## src/rtl/caravel_io_pkg.sv

```systemverilog
// caravel_io_pkg
// Shared constants for the Caravel user-area I/O bridge: register word
// offsets inside the 256-byte window, IRQ_MAP source encodings, the pad
// output-enable reset value, and the Wishbone byte-lane mask helper.
package caravel_io_pkg;

   localparam logic [7:0] OFF_OUT_LO     = 8'h00;
   localparam logic [7:0] OFF_OUT_HI     = 8'h04;
   localparam logic [7:0] OFF_OEB_LO     = 8'h08;
   localparam logic [7:0] OFF_OEB_HI     = 8'h0C;
   localparam logic [7:0] OFF_IN_LO      = 8'h10;
   localparam logic [7:0] OFF_IN_HI      = 8'h14;
   localparam logic [7:0] OFF_EDGE_EN_LO = 8'h18;
   localparam logic [7:0] OFF_EDGE_EN_HI = 8'h1C;
   localparam logic [7:0] OFF_PEND_LO    = 8'h20;
   localparam logic [7:0] OFF_PEND_HI    = 8'h24;
   localparam logic [7:0] OFF_IRQ_MAP    = 8'h28;

   localparam logic [1:0] IRQ_SRC_OFF = 2'd0;
   localparam logic [1:0] IRQ_SRC_LO  = 2'd1;
   localparam logic [1:0] IRQ_SRC_HI  = 2'd2;
   localparam logic [1:0] IRQ_SRC_ANY = 2'd3;

   // All pads come out of reset as inputs (output drivers disabled).
   localparam logic [63:0] OEB_RST = {64{1'b1}};

   function automatic logic [31:0] lane_mask(input logic [3:0] sel);
      return {{8{sel[3]}}, {8{sel[2]}}, {8{sel[1]}}, {8{sel[0]}}};
   endfunction

endpackage

```

## src/rtl/io_sync_edge.sv

```systemverilog
// io_sync_edge
// Two-flop synchroniser for asynchronous pad inputs plus a third flop that
// holds the previous synchronised sample, giving a one-cycle rise pulse.
// Ports:
//   clk    in  1      clock, rising edge
//   rst_n  in  1      synchronous active-low reset
//   d      in  WIDTH  asynchronous pad inputs
//   sync   out WIDTH  synchronised inputs
//   rise   out WIDTH  sync & ~previous sample
module io_sync_edge #(
   parameter int WIDTH = 1
) (
   input  logic             clk,
   input  logic             rst_n,
   input  logic [WIDTH-1:0] d,
   output logic [WIDTH-1:0] sync,
   output logic [WIDTH-1:0] rise
);

   logic [WIDTH-1:0] sync_p0;
   logic [WIDTH-1:0] sync_p1;
   logic [WIDTH-1:0] prev_p2;

   always_ff @(posedge clk) begin
      if (!rst_n) begin
         sync_p0 <= '0;
         sync_p1 <= '0;
         prev_p2 <= '0;
      end else begin
         // p0: metastability capture
         sync_p0 <= d;
         // p1: settled sample
         sync_p1 <= sync_p0;
         // p2: previous settled sample for edge detection
         prev_p2 <= sync_p1;
      end
   end

   assign sync = sync_p1;
   assign rise = sync_p1 & ~prev_p2;

endmodule

```

## src/rtl/caravel_io_bridge.sv

```systemverilog
// caravel_io_bridge
// Wishbone classic slave owning the user-area pads: programmable OUT/OEB
// registers, synchronised IN sampling, per-pad rising-edge PEND capture
// (write-1-to-clear, set wins over clear) and routing of PEND onto user_irq.
// Ports:
//   wb_clk_i, wb_rst_ni              clock / synchronous active-low reset
//   wbs_stb_i/cyc_i/we_i/sel_i/adr_i/dat_i   Wishbone request
//   wbs_dat_o, wbs_ack_o             Wishbone response (registered)
//   io_in                            asynchronous pad inputs
//   io_out, io_oeb                   pad output value / active-low enable
//   user_irq                         interrupts to the management core
module caravel_io_bridge
   import caravel_io_pkg::*;
#(
   parameter int          N_IO      = 38,
   parameter int          N_IRQ     = 3,
   parameter logic [31:0] BASE_ADDR = 32'h3000_0000
) (
   input  logic              wb_clk_i,
   input  logic              wb_rst_ni,
   input  logic              wbs_stb_i,
   input  logic              wbs_cyc_i,
   input  logic              wbs_we_i,
   input  logic [3:0]        wbs_sel_i,
   input  logic [31:0]       wbs_adr_i,
   input  logic [31:0]       wbs_dat_i,
   output logic [31:0]       wbs_dat_o,
   output logic              wbs_ack_o,
   input  logic [N_IO-1:0]   io_in,
   output logic [N_IO-1:0]   io_out,
   output logic [N_IO-1:0]   io_oeb,
   output logic [N_IRQ-1:0]  user_irq
);

   logic [N_IO-1:0]    out_q, oeb_q, edge_en_q, pend_q;
   logic [N_IO-1:0]    out_d, oeb_d, edge_en_d, pend_d;
   logic [2*N_IRQ-1:0] irq_map_q, irq_map_d;
   logic [N_IRQ-1:0]   irq_q, irq_d;
   logic               ack_q;
   logic [31:0]        dat_q, rdata;
   logic [N_IO-1:0]    in_sync, in_rise;

   logic               req, hit, wr;
   logic [7:0]         off;
   logic [31:0]        lmask;
   logic [63:0]        out64, oeb64, in64, een64, pend64, map64;
   logic [63:0]        out_w, oeb_w, een_w, map_w, clr_w;

   io_sync_edge #(.WIDTH(N_IO)) u_sync (
      .clk   (wb_clk_i),
      .rst_n (wb_rst_ni),
      .d     (io_in),
      .sync  (in_sync),
      .rise  (in_rise)
   );

   // Merge a 32-bit byte-laned write into the LO or HI half of a 64-bit view;
   // bits beyond the real register width are dropped when sliced back.
   function automatic logic [63:0] merge(input logic [63:0] old, input logic [31:0] d,
                                         input logic [31:0] m, input logic hi);
      merge = old;
      if (hi) merge[63:32] = (old[63:32] & ~m) | (d & m);
      else    merge[31:0]  = (old[31:0]  & ~m) | (d & m);
   endfunction

   assign req   = wbs_cyc_i & wbs_stb_i & ~ack_q;
   assign hit   = (wbs_adr_i[31:8] == BASE_ADDR[31:8]);
   assign off   = wbs_adr_i[7:0];
   assign wr    = req & hit & wbs_we_i;
   assign lmask = lane_mask(wbs_sel_i);

   assign out64  = 64'(out_q);
   assign oeb64  = 64'(oeb_q);
   assign in64   = 64'(in_sync);
   assign een64  = 64'(edge_en_q);
   assign pend64 = 64'(pend_q);
   assign map64  = 64'(irq_map_q);

   always_comb begin
      out_w = out64;
      oeb_w = oeb64;
      een_w = een64;
      map_w = map64;
      clr_w = '0;
      if (wr) begin
         case (off)
            OFF_OUT_LO:     out_w = merge(out64, wbs_dat_i, lmask, 1'b0);
            OFF_OUT_HI:     out_w = merge(out64, wbs_dat_i, lmask, 1'b1);
            OFF_OEB_LO:     oeb_w = merge(oeb64, wbs_dat_i, lmask, 1'b0);
            OFF_OEB_HI:     oeb_w = merge(oeb64, wbs_dat_i, lmask, 1'b1);
            OFF_EDGE_EN_LO: een_w = merge(een64, wbs_dat_i, lmask, 1'b0);
            OFF_EDGE_EN_HI: een_w = merge(een64, wbs_dat_i, lmask, 1'b1);
            OFF_PEND_LO:    clr_w = merge(64'd0, wbs_dat_i, lmask, 1'b0);
            OFF_PEND_HI:    clr_w = merge(64'd0, wbs_dat_i, lmask, 1'b1);
            OFF_IRQ_MAP:    map_w = merge(map64, wbs_dat_i, lmask, 1'b0);
            default: ;
         endcase
      end
   end

   assign out_d     = out_w[N_IO-1:0];
   assign oeb_d     = oeb_w[N_IO-1:0];
   assign edge_en_d = een_w[N_IO-1:0];
   assign irq_map_d = map_w[2*N_IRQ-1:0];
   // Clear first, then OR in new edges so a coincident rise is never lost.
   assign pend_d    = (pend_q & ~clr_w[N_IO-1:0]) | (in_rise & edge_en_q);

   always_comb begin
      rdata = '0;
      if (hit) begin
         case (off)
            OFF_OUT_LO:     rdata = out64[31:0];
            OFF_OUT_HI:     rdata = out64[63:32];
            OFF_OEB_LO:     rdata = oeb64[31:0];
            OFF_OEB_HI:     rdata = oeb64[63:32];
            OFF_IN_LO:      rdata = in64[31:0];
            OFF_IN_HI:      rdata = in64[63:32];
            OFF_EDGE_EN_LO: rdata = een64[31:0];
            OFF_EDGE_EN_HI: rdata = een64[63:32];
            OFF_PEND_LO:    rdata = pend64[31:0];
            OFF_PEND_HI:    rdata = pend64[63:32];
            OFF_IRQ_MAP:    rdata = map64[31:0];
            default:        rdata = '0;
         endcase
      end
   end

   always_comb begin
      irq_d = '0;
      for (int k = 0; k < N_IRQ; k++) begin
         case (irq_map_q[2*k +: 2])
            IRQ_SRC_LO:  irq_d[k] = |pend64[31:0];
            IRQ_SRC_HI:  irq_d[k] = |pend64[63:32];
            IRQ_SRC_ANY: irq_d[k] = |pend64;
            default:     irq_d[k] = 1'b0;
         endcase
      end
   end

   always_ff @(posedge wb_clk_i) begin
      if (!wb_rst_ni) begin
         ack_q     <= 1'b0;
         dat_q     <= '0;
         out_q     <= '0;
         oeb_q     <= OEB_RST[N_IO-1:0];
         edge_en_q <= '0;
         pend_q    <= '0;
         irq_map_q <= '0;
         irq_q     <= '0;
      end else begin
         ack_q     <= req;
         dat_q     <= (req & ~wbs_we_i) ? rdata : 32'd0;
         out_q     <= out_d;
         oeb_q     <= oeb_d;
         edge_en_q <= edge_en_d;
         pend_q    <= pend_d;
         irq_map_q <= irq_map_d;
         irq_q     <= irq_d;
      end
   end

   assign wbs_ack_o = ack_q;
   assign wbs_dat_o = dat_q;
   assign io_out    = out_q;
   assign io_oeb    = oeb_q;
   assign user_irq  = irq_q;

endmodule

```

## config.mk

```make
export PLATFORM = sky130hd
export DESIGN_NAME = caravel_io_bridge
export DESIGN_NICKNAME = d
export VERILOG_FILES = /design/src/rtl/caravel_io_pkg.sv /design/src/rtl/io_sync_edge.sv /design/src/rtl/caravel_io_bridge.sv
export SDC_FILE = /design/constraint.sdc
export NUM_CORES = 1
export LEC_CHECK = 0
export BUFFER_PORTS_ARGS = -buffer_cell sky130_fd_sc_hd__buf_4
export CORE_UTILIZATION = 30
export CTS_CLUSTER_DIAMETER = 80
export DETAILED_ROUTE_END_ITERATION = 10
export GPL_ROUTABILITY_DRIVEN = 0
export GPL_TIMING_DRIVEN = 1
export PLACE_DENSITY = 0.45
export SYNTH_ARGS = -nofsm -noshare
export SYNTH_HDL_FRONTEND = slang
export SYNTH_SLANG_ARGS = --single-unit
```

## constraint.sdc

```tcl
create_clock -name wb_clk_i -period 2.65 [get_ports wb_clk_i]
set_clock_uncertainty 0.15 [all_clocks]
set_input_delay 0.265 -clock wb_clk_i [delete_from_list [all_inputs] [get_ports wb_clk_i]]
set_output_delay 0.265 -clock wb_clk_i [all_outputs]
set_load 0.01 [all_outputs]
```

# Word level (Yosys, flattened, before mapping)

Index checks and enable logic that the tools add are counted.
Widths: inputs -> output; s select.

Latch bits: 0
Bits in writable memories: 0
Bits of input ports: 111
ROM bits: 0
Memories: 0
Flip-flop bits (word level): 308

Divide/modulo/power cells: 0
Reductions and logical operators: 12
$lt $le $gt $ge: 0
Multiplexer cells: 9
Bitwise operators: 35
Add/subtract/negate cells: 0
Equality and inequality tests: 20
Shift operators: 0
Multipliers: 0

Operators by type and width:

| kind                 | count |
|---|---|
| $pmux 32 s11         | 1 |
| $pmux 38 s2          | 4 |
| $and 32x32->32       | 4 |
| $and 38x38->38       | 3 |
| $or 32x32->32        | 3 |
| $not 38->38          | 2 |
| $mux 38              | 1 |
| $or 38x38->38        | 1 |
| $reduce_or 38->1     | 1 |
| $eq 8x5->1 const B   | 4 |
| $not 32->32          | 1 |
| $reduce_or 32->1     | 1 |
| $and 6x6->6          | 4 |
| $eq 24x22->1 const B | 1 |
| $eq 8x6->1 const B   | 3 |
| $or 6x6->6           | 4 |
| $reduce_and 3->1     | 7 |
| $eq 8x4->1 const B   | 2 |
| $eq 2x2->1 const B   | 6 |
| $pmux 1 s3           | 3 |
| $eq 8x3->1 const B   | 1 |
| $logic_not 8->1      | 1 |
| $not 1->1            | 8 |
| $eq 2x1->1 const B   | 3 |
| 3 further kinds      | 7 |

# Logic depth before layout (Yosys ltp)

Gate-level depths: netlist of the first run.

Depth in word-level cells: 8
Depth in mapped cells: 8
Mapped depth without buffers: 4

# Modules after synthesis

From an unflattened synthesis of the first run, not the netlist that was laid out.

Cells, all modules: 1238
Area total of the unflattened synthesis: 11805.1 um^2

Modules (own cells, without submodules):

| module            | cells each | instances | area an instance (um^2) | sequential area each (um^2) |
|---|---|---|---|---|
| caravel_io_bridge | 960        | 1         | 8468.1                  | 3883.7 |
| io_sync_edge      | 278        | 1         | 3337.0                  | 2282.2 |

# Worst setup path before layout of the first run

No wires, ideal clock.

Kind: input to register
From: input port wbs_adr_i[13]
To: register oeb_q[1], in the netlist io_oeb[1]
Path slack: 573 ps
Stages: 6
Library setup time: 141 ps
Arrival: 1786 ps
Required time: 2359 ps
Cell sequence: nor4_1 -> nand2_1 -> buf_2 -> clkbuf_1 -> o41ai_1 -> o211ai_1

Cells in the longest elaborated chain, start to end: 4

Ends and longest elaborated chain:

| element                    | line                     | text |
|---|---|---|
| from (decl)                | caravel_io_bridge.sv:25  | `input logic [31:0] wbs_adr_i,` |
| $eq 24x22->1               | caravel_io_bridge.sv:67  | `assign hit = (wbs_adr_i[31:8] == BASE_ADDR[31:8]);` |
| $and 1x1->1 (2 in series)  | caravel_io_bridge.sv:69  | `assign wr = req & hit & wbs_we_i;` |
| $reduce_and 3->1 (no line) | -                        |  |
| to (signal assigned)       | caravel_io_bridge.sv:145 | `oeb_q <= OEB_RST[N_IO-1:0];` |
| to (decl)                  | caravel_io_bridge.sv:35  | `logic [N_IO-1:0] out_q, oeb_q, edge_en_q, pend_q;` |

No other way between the ends.
A chain may end at the register's enable or synchronous reset.

# Final worst setup path of the first run

From: input port wbs_stb_i
To: register pend_q[9]

Cells in the longest elaborated chain, start to end: 8

Ends and longest elaborated chain:

| element                   | line                     | text |
|---|---|---|
| from (decl)               | caravel_io_bridge.sv:21  | `input logic wbs_stb_i,` |
| $and 1x1->1 (2 in series) | caravel_io_bridge.sv:66  | `assign req = wbs_cyc_i & wbs_stb_i & ~ack_q;` |
| $and 1x1->1 (2 in series) | caravel_io_bridge.sv:69  |  |
| $mux 38                   | caravel_io_bridge.sv:85  | `if (wr) begin` |
| $not 38->38               | caravel_io_bridge.sv:106 | `assign pend_d = (pend_q & ~clr_w[N_IO-1:0]) \| (in_rise & edge_en_q);` |
| $and 38x38->38            | caravel_io_bridge.sv:106 |  |
| $or 38x38->38             | caravel_io_bridge.sv:106 |  |
| to (signal assigned)      | caravel_io_bridge.sv:156 | `pend_q <= pend_d;` |
| to (decl)                 | caravel_io_bridge.sv:35  |  |

No other way between the ends.

==> load_flow_metrics.sql, run 1 <==
INSERT INTO impl_metrics (metric_group, metric, value, unit) VALUES
('critical_path', 'reg2reg_depth', '6', ''),
('sta', 'relSlewSlack', '41.4', '%'),
('route', 'drt_pre_antenna_iters', '7', ''),
('clock_network', 'cts.htree.levels', '2', ''),
('global_routing', 'grt_pass1_wl', '67.5', 'mm'),
('yosys', 'synth_seq_area_share', '50.9', '%'),
('yosys', 'ys.flop_type', 'sky130_fd_sc_hd__dfxtp_1', ''),
('route', 'remaining_drc_errors', '0', ''),
('clock_network', 'clock_latency', '0.55', 'ns'),
('worst_hold_path', 'hold_end', 'pend_q[30]', ''),
('route', 'drtAntennaViolNets', '0', ''),
('sta', 'setup_viol_count_final', '0', ''),
('sta', 'maxClockFrequency', '408', 'MHz'),
('clock_network', 'cts.reportedPaths.clkPinSlew', '0.05', 'ns'),
('critical_path', 'cp.required', '2.91', 'ns'),
('sta', 'setup_repair_after_global_routing_missed_its_margin', 'false', ''),
('clock_network', 'post_cts_resized', '0', ''),
('global_routing', 'grt_max_degree', '97', ''),
('global_routing', 'grt_antenna_before_repair', '2', ''),
('yosys', 'mappedNetlistArea', '0.0121', 'mm^2'),
('critical_path', 'r2r_start', 'wbs_ack_o', ''),
('clock_network', 'cts_buffers', '37', ''),
('flow_run', 'max_cap_viol', '0', ''),
('yosys', 'post_synthesis_mux_area_share', '5.14', '%'),
('place', 'post_place_setup_slack', '0.246', 'ns'),
('critical_path', 'cp.buffers_inverters', '5', ''),
('power_and_ir_drop', 'power_leakage', '0.00659', 'uW'),
('yosys', 'synthDistinctLibCells', '49', ''),
('critical_path', 'crit_top_cell', 'sky130_fd_sc_hd__buf_4', ''),
('place', 'hpwl', '30.7', 'mm'),
('finish', 'ff_latch_area', '0.00617', 'mm^2'),
('route', 'dr.first_iter.drc_count', '672', ''),
('clock_network', 'clk_path_buf_depth', '3', ''),
('finish', 'multi_input_area', '0.00559', 'mm^2'),
('yosys', 'synthArstFlopShare', '0', '%'),
('floorplan', 'die_h', '203', 'um'),
('critical_path', 'worst_ep_arrival_time', '2.71', 'ns'),
('sta', 'finalWorstPathRequiredPeriod', '2.45', 'ns'),
('yosys', 'count_of_state_elements_after_synthesis', '308', ''),
('sta', 'fin_worst_hold_slack', '0.0653', 'ns'),
('floorplan', 'die_area', '0.0412', 'mm^2'),
('clock_network', 'ctsRootBufferMaster', 'sky130_fd_sc_hd__clkbuf_16', ''),
('critical_path', 'critical_path_peak_fanout', '24', ''),
('sta', 'finalHoldViolCount', '0', ''),
('floorplan', 'die-width', '203', 'um'),
('floorplan', 'core_area', '0.0398', 'mm^2'),
('floorplan', 'rows', '73', ''),
('yosys', 'synthesis.nets', '1325', ''),
('yosys', 'synthSimpleGateAreaFrac', '23.3', '%'),
('critical_path', 'worst_path_cell_trace', 'dlygate4sd3_1 -> buf_4 -> and4b_1 -> buf_4 -> and2_1 -> buf_4 -> a41oi_1 -> dlygate4sd3_1', ''),
('yosys', 'synthesized_area_per_cell', '9.98', 'um^2'),
('worst_hold_path', 'min_path_type', 'input port to flop', ''),
('critical_path', 'cpMaxStageDelayCell', 'sky130_fd_sc_hd__dlygate4sd3_1', ''),
('finish', 'n_fill_cell', '3991', ''),
('yosys', 'synth_compound_gate_area_share', '17.5', '%'),
('sta', 'setup_ws', '0.200', 'ns'),
('global_routing', 'grt_usage', '21.5', '%'),
('power_and_ir_drop', 'vdd_drop_max', '328', 'uV'),
('finish', 'ratio_of_cells_with_drive_above_1_in_the_final_layout', '23.7', '%'),
('yosys', 'parity_gate_share_of_the_synthesized_area_counting_xor_and_xnor_cells', '0', '%'),
('route', 'route.detailed.vias_per_inst', '5.14', ''),
('run_status', 'run_status', 'finished, final reports clean', ''),
('clock_network', 'cts_tree', 'built', ''),
('power_and_ir_drop', 'p_per_area', '622', 'mW/mm^2'),
('global_routing', 'gr-total-overflow', '0', ''),
('yosys', 'synth_area_in_adders', '0', '%'),
('worst_hold_path', 'whs_path_depth', '3', ''),
('route', 'vias', '10700', ''),
('sta', 'timing_max_transition_violations_final', '0', ''),
('clock_network', 'clkSinkCount', '308', ''),
('floorplan', 'floorplan.initialDensity', '30.4', '%');
-- layout make-up --
type                    instances  share of cell area [%]
flip-flops and latches        308                    37.0
multi-input cells             812                    33.5
repair buffers                365                    18.2
clock buffers                  53                    6.48
well taps                     525                    3.94
clock inverters                 9                   0.744
diodes                          1                  0.0150
-- sequential cells by signal, indices dropped and copies added, names as in the netlist, named ones only --
name / count
u_sync.sync_p0: 38
wbs_dat_o: 32
io_out: 38
u_sync.sync: 38
io_oeb: 38
user_irq: 3
pend_q: 38
u_sync.prev_p2: 38
edge_en_q: 38
wbs_ack_o: 1
-- where the power goes --
| group | internal [uW] | switching, uW | leakage, uW |
|---|---|---|---|
| Clock | 3110 | 1970 | 0.000594 |
| Combinational | 271 | 276 | 0.00349 |
| Sequential | 4700 | 31.6 | 0.00250 |
-- worst min-delay path, delay by kind of cell --
family,cells,cell delay (ns)
and+or+nand+nor,1,0.22
AOI/OAI and AO/OA,1,0.13
buffers and inverters,1,0.09
-- logic make-up (layout without fill, tap and decap cells) --
| family | count (synthesis) | in the layout |
|---|---|---|
| AND/OR/NAND/NOR | 484 | 484 |
| multiplexers | 62 | 62 |
| flip-flops | 308 | 308 |
| AO/OA/AOI/OAI | 266 | 266 |
| other | 0 | 1 |
| buffers and inverters | 94 | 427 |
-- cell usage after synthesis (3+ instances only) --
library cell / n / area (um^2)
sky130_fd_sc_hd__nand4_2: 3 / 37.5
sky130_fd_sc_hd__nor4_2: 4 / 50.1
sky130_fd_sc_hd__a21oi_1: 4 / 20.0
sky130_fd_sc_hd__buf_2: 17 / 85.1
sky130_fd_sc_hd__nand4_1: 3 / 18.8
sky130_fd_sc_hd__a21boi_0: 3 / 22.5
sky130_fd_sc_hd__nand2_1: 197 / 739
sky130_fd_sc_hd__o211ai_1: 32 / 240
sky130_fd_sc_hd__a31oi_1: 29 / 181
sky130_fd_sc_hd__mux2i_1: 60 / 601
sky130_fd_sc_hd__and2_1: 131 / 820
sky130_fd_sc_hd__o21ai_0: 6 / 30.0
sky130_fd_sc_hd__a22o_1: 39 / 342
sky130_fd_sc_hd__nor2b_1: 13 / 81.3
sky130_fd_sc_hd__a22oi_1: 56 / 420
sky130_fd_sc_hd__o41a_1: 4 / 45.0
sky130_fd_sc_hd__nor4_4: 8 / 170
sky130_fd_sc_hd__nor4b_2: 3 / 45.0
sky130_fd_sc_hd__a32oi_1: 6 / 52.6
sky130_fd_sc_hd__nor4_1: 12 / 75.1
sky130_fd_sc_hd__nand3b_1: 40 / 300
sky130_fd_sc_hd__nand2b_1: 44 / 275
sky130_fd_sc_hd__buf_1: 4 / 15.0
sky130_fd_sc_hd__nand3_1: 8 / 40.0
sky130_fd_sc_hd__dfxtp_1: 308 / 6170
sky130_fd_sc_hd__o41ai_1: 32 / 280
sky130_fd_sc_hd__a41oi_1: 41 / 359
sky130_fd_sc_hd__a222oi_1: 6 / 60.1
sky130_fd_sc_hd__nor2_1: 4 / 15.0
sky130_fd_sc_hd__clkbuf_1: 71 / 267
-- per-stage QoR --
step / utilization (%) / instances / instance area, um^2
after floorplan: - / 1214 / 12100
after global placement: 36.9 / 1933 / 14700
after detailed placement: 36.9 / 1933 / 14700
after CTS: 41.8 / 2072 / 16700
after global routing: 41.8 / 2073 / 16700
final: 41.8 / 2073 / 16700
-- repair_timing --
item                      4_1_cts  5_1_grt
hold endpoints to repair      162        0
hold buffers                   77        0
setup buffers                   0        0
-- worst max-delay path by stage --
stage                        end  slack [ns]  cells after the start
global route           pend_q[8]        0.13                      8
detailed placement  wbs_dat_o[5]        0.25                      7
finish                 pend_q[9]        0.20                      8
floorplan              io_oeb[1]        0.57                      6
CTS                    pend_q[9]        0.23                      8
global placement    wbs_dat_o[5]        0.23                      7
-- routing by layer --
layer	global-route usage [%]	vias to the layer above	routed length, um
met1	30.2	5244	21200
met4	7.44	2	1020
met5	0	-	13
li1	-	5048	-
met2	33.1	299	19900
met3	3.42	67	2010
-- layout by cell type (no fill, tap or decap), types with 12 or more instances in the layout --
cell type and instances:
sky130_fd_sc_hd__buf_4 279, sky130_fd_sc_hd__nor4_1 12, sky130_fd_sc_hd__mux2i_1 60, sky130_fd_sc_hd__dlygate4sd3_1 77, sky130_fd_sc_hd__o41ai_1 32, sky130_fd_sc_hd__dfxtp_1 308
sky130_fd_sc_hd__clkbuf_16 39, sky130_fd_sc_hd__nor2b_1 13, sky130_fd_sc_hd__nand2b_1 44, sky130_fd_sc_hd__and2_1 131, sky130_fd_sc_hd__a31oi_1 29, sky130_fd_sc_hd__a41oi_1 41
sky130_fd_sc_hd__nand2_1 196, sky130_fd_sc_hd__a22o_1 39, sky130_fd_sc_hd__o211ai_1 32, sky130_fd_sc_hd__nand3b_1 40, sky130_fd_sc_hd__a22oi_1 56
Power figures use the tool's default switching activity.
==> run 2, diff against run 1 <==
--- a/config.mk
+++ b/config.mk
@@ -5,6 +5,7 @@
 export SDC_FILE = /design/constraint.sdc
 export NUM_CORES = 1
 export LEC_CHECK = 0
+export ABC_AREA = 1
 export BUFFER_PORTS_ARGS = -buffer_cell sky130_fd_sc_hd__buf_4
 export CORE_UTILIZATION = 30
 export CTS_CLUSTER_DIAMETER = 80
==> load_flow_metrics.sql, run 2 <==
INSERT INTO impl_metrics (metric_group, metric, value, unit) VALUES
('clock_network', 'ctsRootBufferMaster', 'sky130_fd_sc_hd__clkbuf_16', ''),
('finish', 'n_fill_cell', '4426', ''),
('clock_network', 'cts_tree', 'built', ''),
('yosys', 'ys.flop_type', 'sky130_fd_sc_hd__dfxtp_1', ''),
('route', 'dr.first_iter.drc_count', '846', ''),
('critical_path', 'worst_path_cell_trace', 'nor2_1 -> nand2_1 -> nor2_8 -> inv_2 -> nor2_4 -> buf_4 -> nand4_1 -> dlygate4sd3_1 -> nand2_1 -> nor2_1', ''),
('sta', 'finalHoldViolCount', '0', ''),
('global_routing', 'gr-total-overflow', '0', ''),
('finish', 'multi_input_area', '0.00541', 'mm^2'),
('yosys', 'mappedNetlistArea', '0.0130', 'mm^2'),
('sta', 'setup_repair_after_global_routing_missed_its_margin', 'false', ''),
('yosys', 'synth_enable_flop_cells', '0', ''),
('critical_path', 'worst-setup-path-type', 'flop to flop', ''),
('finish', 'ratio_of_cells_with_drive_above_1_in_the_final_layout', '15.5', '%'),
('worst_hold_path', 'min_path_type', 'input port to flop', ''),
('yosys', 'synthesized_netlist_cell_count', '1926', ''),
('sta', 'finalWorstPathRequiredPeriod', '2.48', 'ns'),
('yosys', 'post_synth_main_area_contributors', 'sky130_fd_sc_hd__dfxtp_1 (47%), sky130_fd_sc_hd__nand2_1 (20%), sky130_fd_sc_hd__inv_1 (7.7%), sky130_fd_sc_hd__nor2_1 (6.8%), sky130_fd_sc_hd__a21oi_1 (3.9%)', ''),
('yosys', 'synth.largest_area_cell', 'sky130_fd_sc_hd__dfxtp_1', ''),
('finish', 'final_common_cell', 'sky130_fd_sc_hd__nand2_1', ''),
('power_and_ir_drop', 'power_leakage', '0.00823', 'uW'),
('place', 'hpwl', '31.0', 'mm'),
('floorplan', 'die_area', '0.0442', 'mm^2'),
('sta', 'maxClockFrequency', '404', 'MHz'),
('finish', 'antennaDiodeCount', '0', ''),
('sta', 'relSlewSlack', '37.6', '%'),
('yosys', 'yosysTopAreaCellShare', '47.4', '%'),
('place', 'port_buffers', '222', ''),
('finish', 'area_delta_synth_final', '32.4', '%'),
('finish', 'finish.instance_area', '0.0172', 'mm^2'),
('clock_network', 'cts.htree.levels', '2', ''),
('global_routing', 'grt_usage', '21.1', '%'),
('place', 'placed_cell_area', '0.0153', 'mm^2'),
('yosys', 'synthDistinctLibCells', '28', ''),
('global_routing', 'grt_max_degree', '106', ''),
('clock_network', 'clk_path_buf_depth', '3', ''),
('sta', 'setup_viol_count_final', '0', ''),
('global_routing', 'via_count_of_the_first_global_routing_pass', '12000', ''),
('floorplan', 'die-width', '210', 'um'),
('yosys', 'synth_seq_area_share', '47.4', '%'),
('global_routing', 'grt_antenna_before_repair', '0', ''),
('critical_path', 'critical_path_peak_fanout', '24', ''),
('critical_path', 'max_stage_delay', '0.58', 'ns'),
('finish', 'ff_latch_area', '0.00617', 'mm^2'),
('sta', 'timing_max_transition_violations_final', '0', ''),
('floorplan', 'ioPinCount', '223', ''),
('yosys', 'count_of_state_elements_after_synthesis', '308', ''),
('yosys', 'synthesized_area_per_cell', '6.75', 'um^2'),
('yosys', 'yosys_warnings', '0', ''),
('route', 'route.detailed.vias_per_inst', '4.52', ''),
('yosys', 'synthesis.nets', '2037', ''),
('run_status', 'run_status', 'finished, final reports clean', ''),
('clock_network', 'clkSinkCount', '308', ''),
('critical_path', 'worst_ep_arrival_time', '2.78', 'ns'),
('global_routing', 'grt_pass1_wl', '71.2', 'mm'),
('sta', 'timing.setup.tns', '0', 'ns'),
('yosys', 'synth_most_common_cell', 'sky130_fd_sc_hd__nand2_1', ''),
('yosys', 'synthArstFlopShare', '0', '%'),
('route', 'routed_wirelength', '46.2', 'mm'),
('critical_path', 'startpoint_type', 'flop', ''),
('route', 'vias', '12700', ''),
('floorplan', 'die_h', '210', 'um'),
('finish', 'instances_no_fill', '2799', ''),
('critical_path', 'worstSetupEndpointType', 'flop', ''),
('floorplan', 'floorplan.initialDensity', '30.7', '%'),
('critical_path', 'cp.required', '2.96', 'ns'),
('clock_network', 'clock_latency', '0.56', 'ns'),
('route', 'drt_pre_antenna_iters', '5', ''),
('finish', 'post-route-util', '40.7', '%'),
('yosys', 'post_synth_most_frequent_cells', 'sky130_fd_sc_hd__nand2_1 (680), sky130_fd_sc_hd__dfxtp_1 (308), sky130_fd_sc_hd__inv_1 (266)', ''),
('flow_run', 'max_cap_viol', '0', ''),
('sta', 'tightestPinTransition', '0.935', 'ns'),
('critical_path', 'cpMaxStageDelayCell', 'sky130_fd_sc_hd__dlygate4sd3_1', ''),
('floorplan', 'rows', '75', ''),
('finish', 'design.final.nets', '2309', ''),
('floorplan', 'core_area', '0.0423', 'mm^2'),
('critical_path', 'cpLargestDelayFamily', 'buffers and inverters', ''),
('finish', 'layout.cells.most_common_list', 'sky130_fd_sc_hd__nand2_1 (680), sky130_fd_sc_hd__dfxtp_1 (308), sky130_fd_sc_hd__inv_1 (266), sky130_fd_sc_hd__buf_4 (250), sky130_fd_sc_hd__nor2_1 (236)', ''),
('clock_network', 'cts_buffers', '37', ''),
('route', 'remaining_drc_errors', '0', ''),
('place', 'dp.cells', '2670', ''),
('route', 'drtAntennaViolNets', '0', ''),
('power_and_ir_drop', 'p_per_area', '617', 'mW/mm^2'),
('sta', 'period_utilization', '93.4', '%'),
('power_and_ir_drop', 'vdd_drop_max', '355', 'uV'),
('clock_network', 'cts.reportedPaths.clkPinSlew', '0.06', 'ns'),
('route', 'wl_per_cell', '16.5', 'um'),
('critical_path', 'cp.buffers_inverters', '3', '');
[run 2: kinds of logic (layout without fill, tap and decap cells)]
logic type	after synthesis	after routing	share of synthesized area, %
AOI/OAI and AO/OA	180	180	7.23
and+or+nand+nor	1077	1077	34.4
DFF	308	308	47.4
buffers and inverters	361	657	11.0
[run 2: tightest hold or removal path: stages]
cell and delay, ns:
sky130_fd_sc_hd__buf_4 0.20, sky130_fd_sc_hd__nand4_1 0.11, sky130_fd_sc_hd__nand2_1 0.05, sky130_fd_sc_hd__nor2_1 0.07
[run 2: area by class of cell]
class,instances,share of cell area (%)
repair buffers,321,15.3
well taps,577,4.19
clock inverters,9,0.865
flip-flops and latches,308,35.8
clock buffers,54,6.46
inverters,273,5.96
multi-input cells,1257,31.4
[run 2: path summary, 6_finish.rpt]
path                      startpoint               to  slack [ns]  cells after the start
setup / recovery           wbs_ack_o       io_out[22]        0.17                     10
hold / removal          wbs_sel_i[3]       io_out[26]        0.03                      4
setup reg to reg           wbs_ack_o       io_out[22]        0.17                     10
hold reg to reg   u_sync.sync_p0[15]  u_sync.sync[15]        0.25                      2
[run 2: through the flow]
stage | worst slack [ns] | hold WS [ns] | total power (uW)
2_1_floorplan | 0.954 | 0.213 | 5060
3_3_place_gp | 0.413 | 0.243 | 5300
3_5_place_dp | 0.390 | 0.248 | 5310
4_1_cts | 0.199 | 0.000883 | 10800
5_1_grt | 0.113 | 0.0384 | 11000
6_report | 0.174 | 0.0282 | 10600
[run 2: where the power goes]
part           total [uW]  switching, uW  internal [uW]
Sequential           4730           29.1           4700
Clock                5340           2050           3290
Combinational         546            302            244
[run 2: routing by layer]
metal  GRT usage (%)  part of all wire (%)
met3            4.63                   7.2
met5               0                     0
met1            29.6                    48
met4            5.01                   1.7
met2            32.8                    44
[run 2: what timing repair did]
| action | CTS | global route |
|---|---|---|
| setup buffers | 0 | 0 |
| gates resized for setup | 0 | 0 |
| endpoints found under the hold margin | 73 | 0 |
| hold buffers | 66 | 0 |
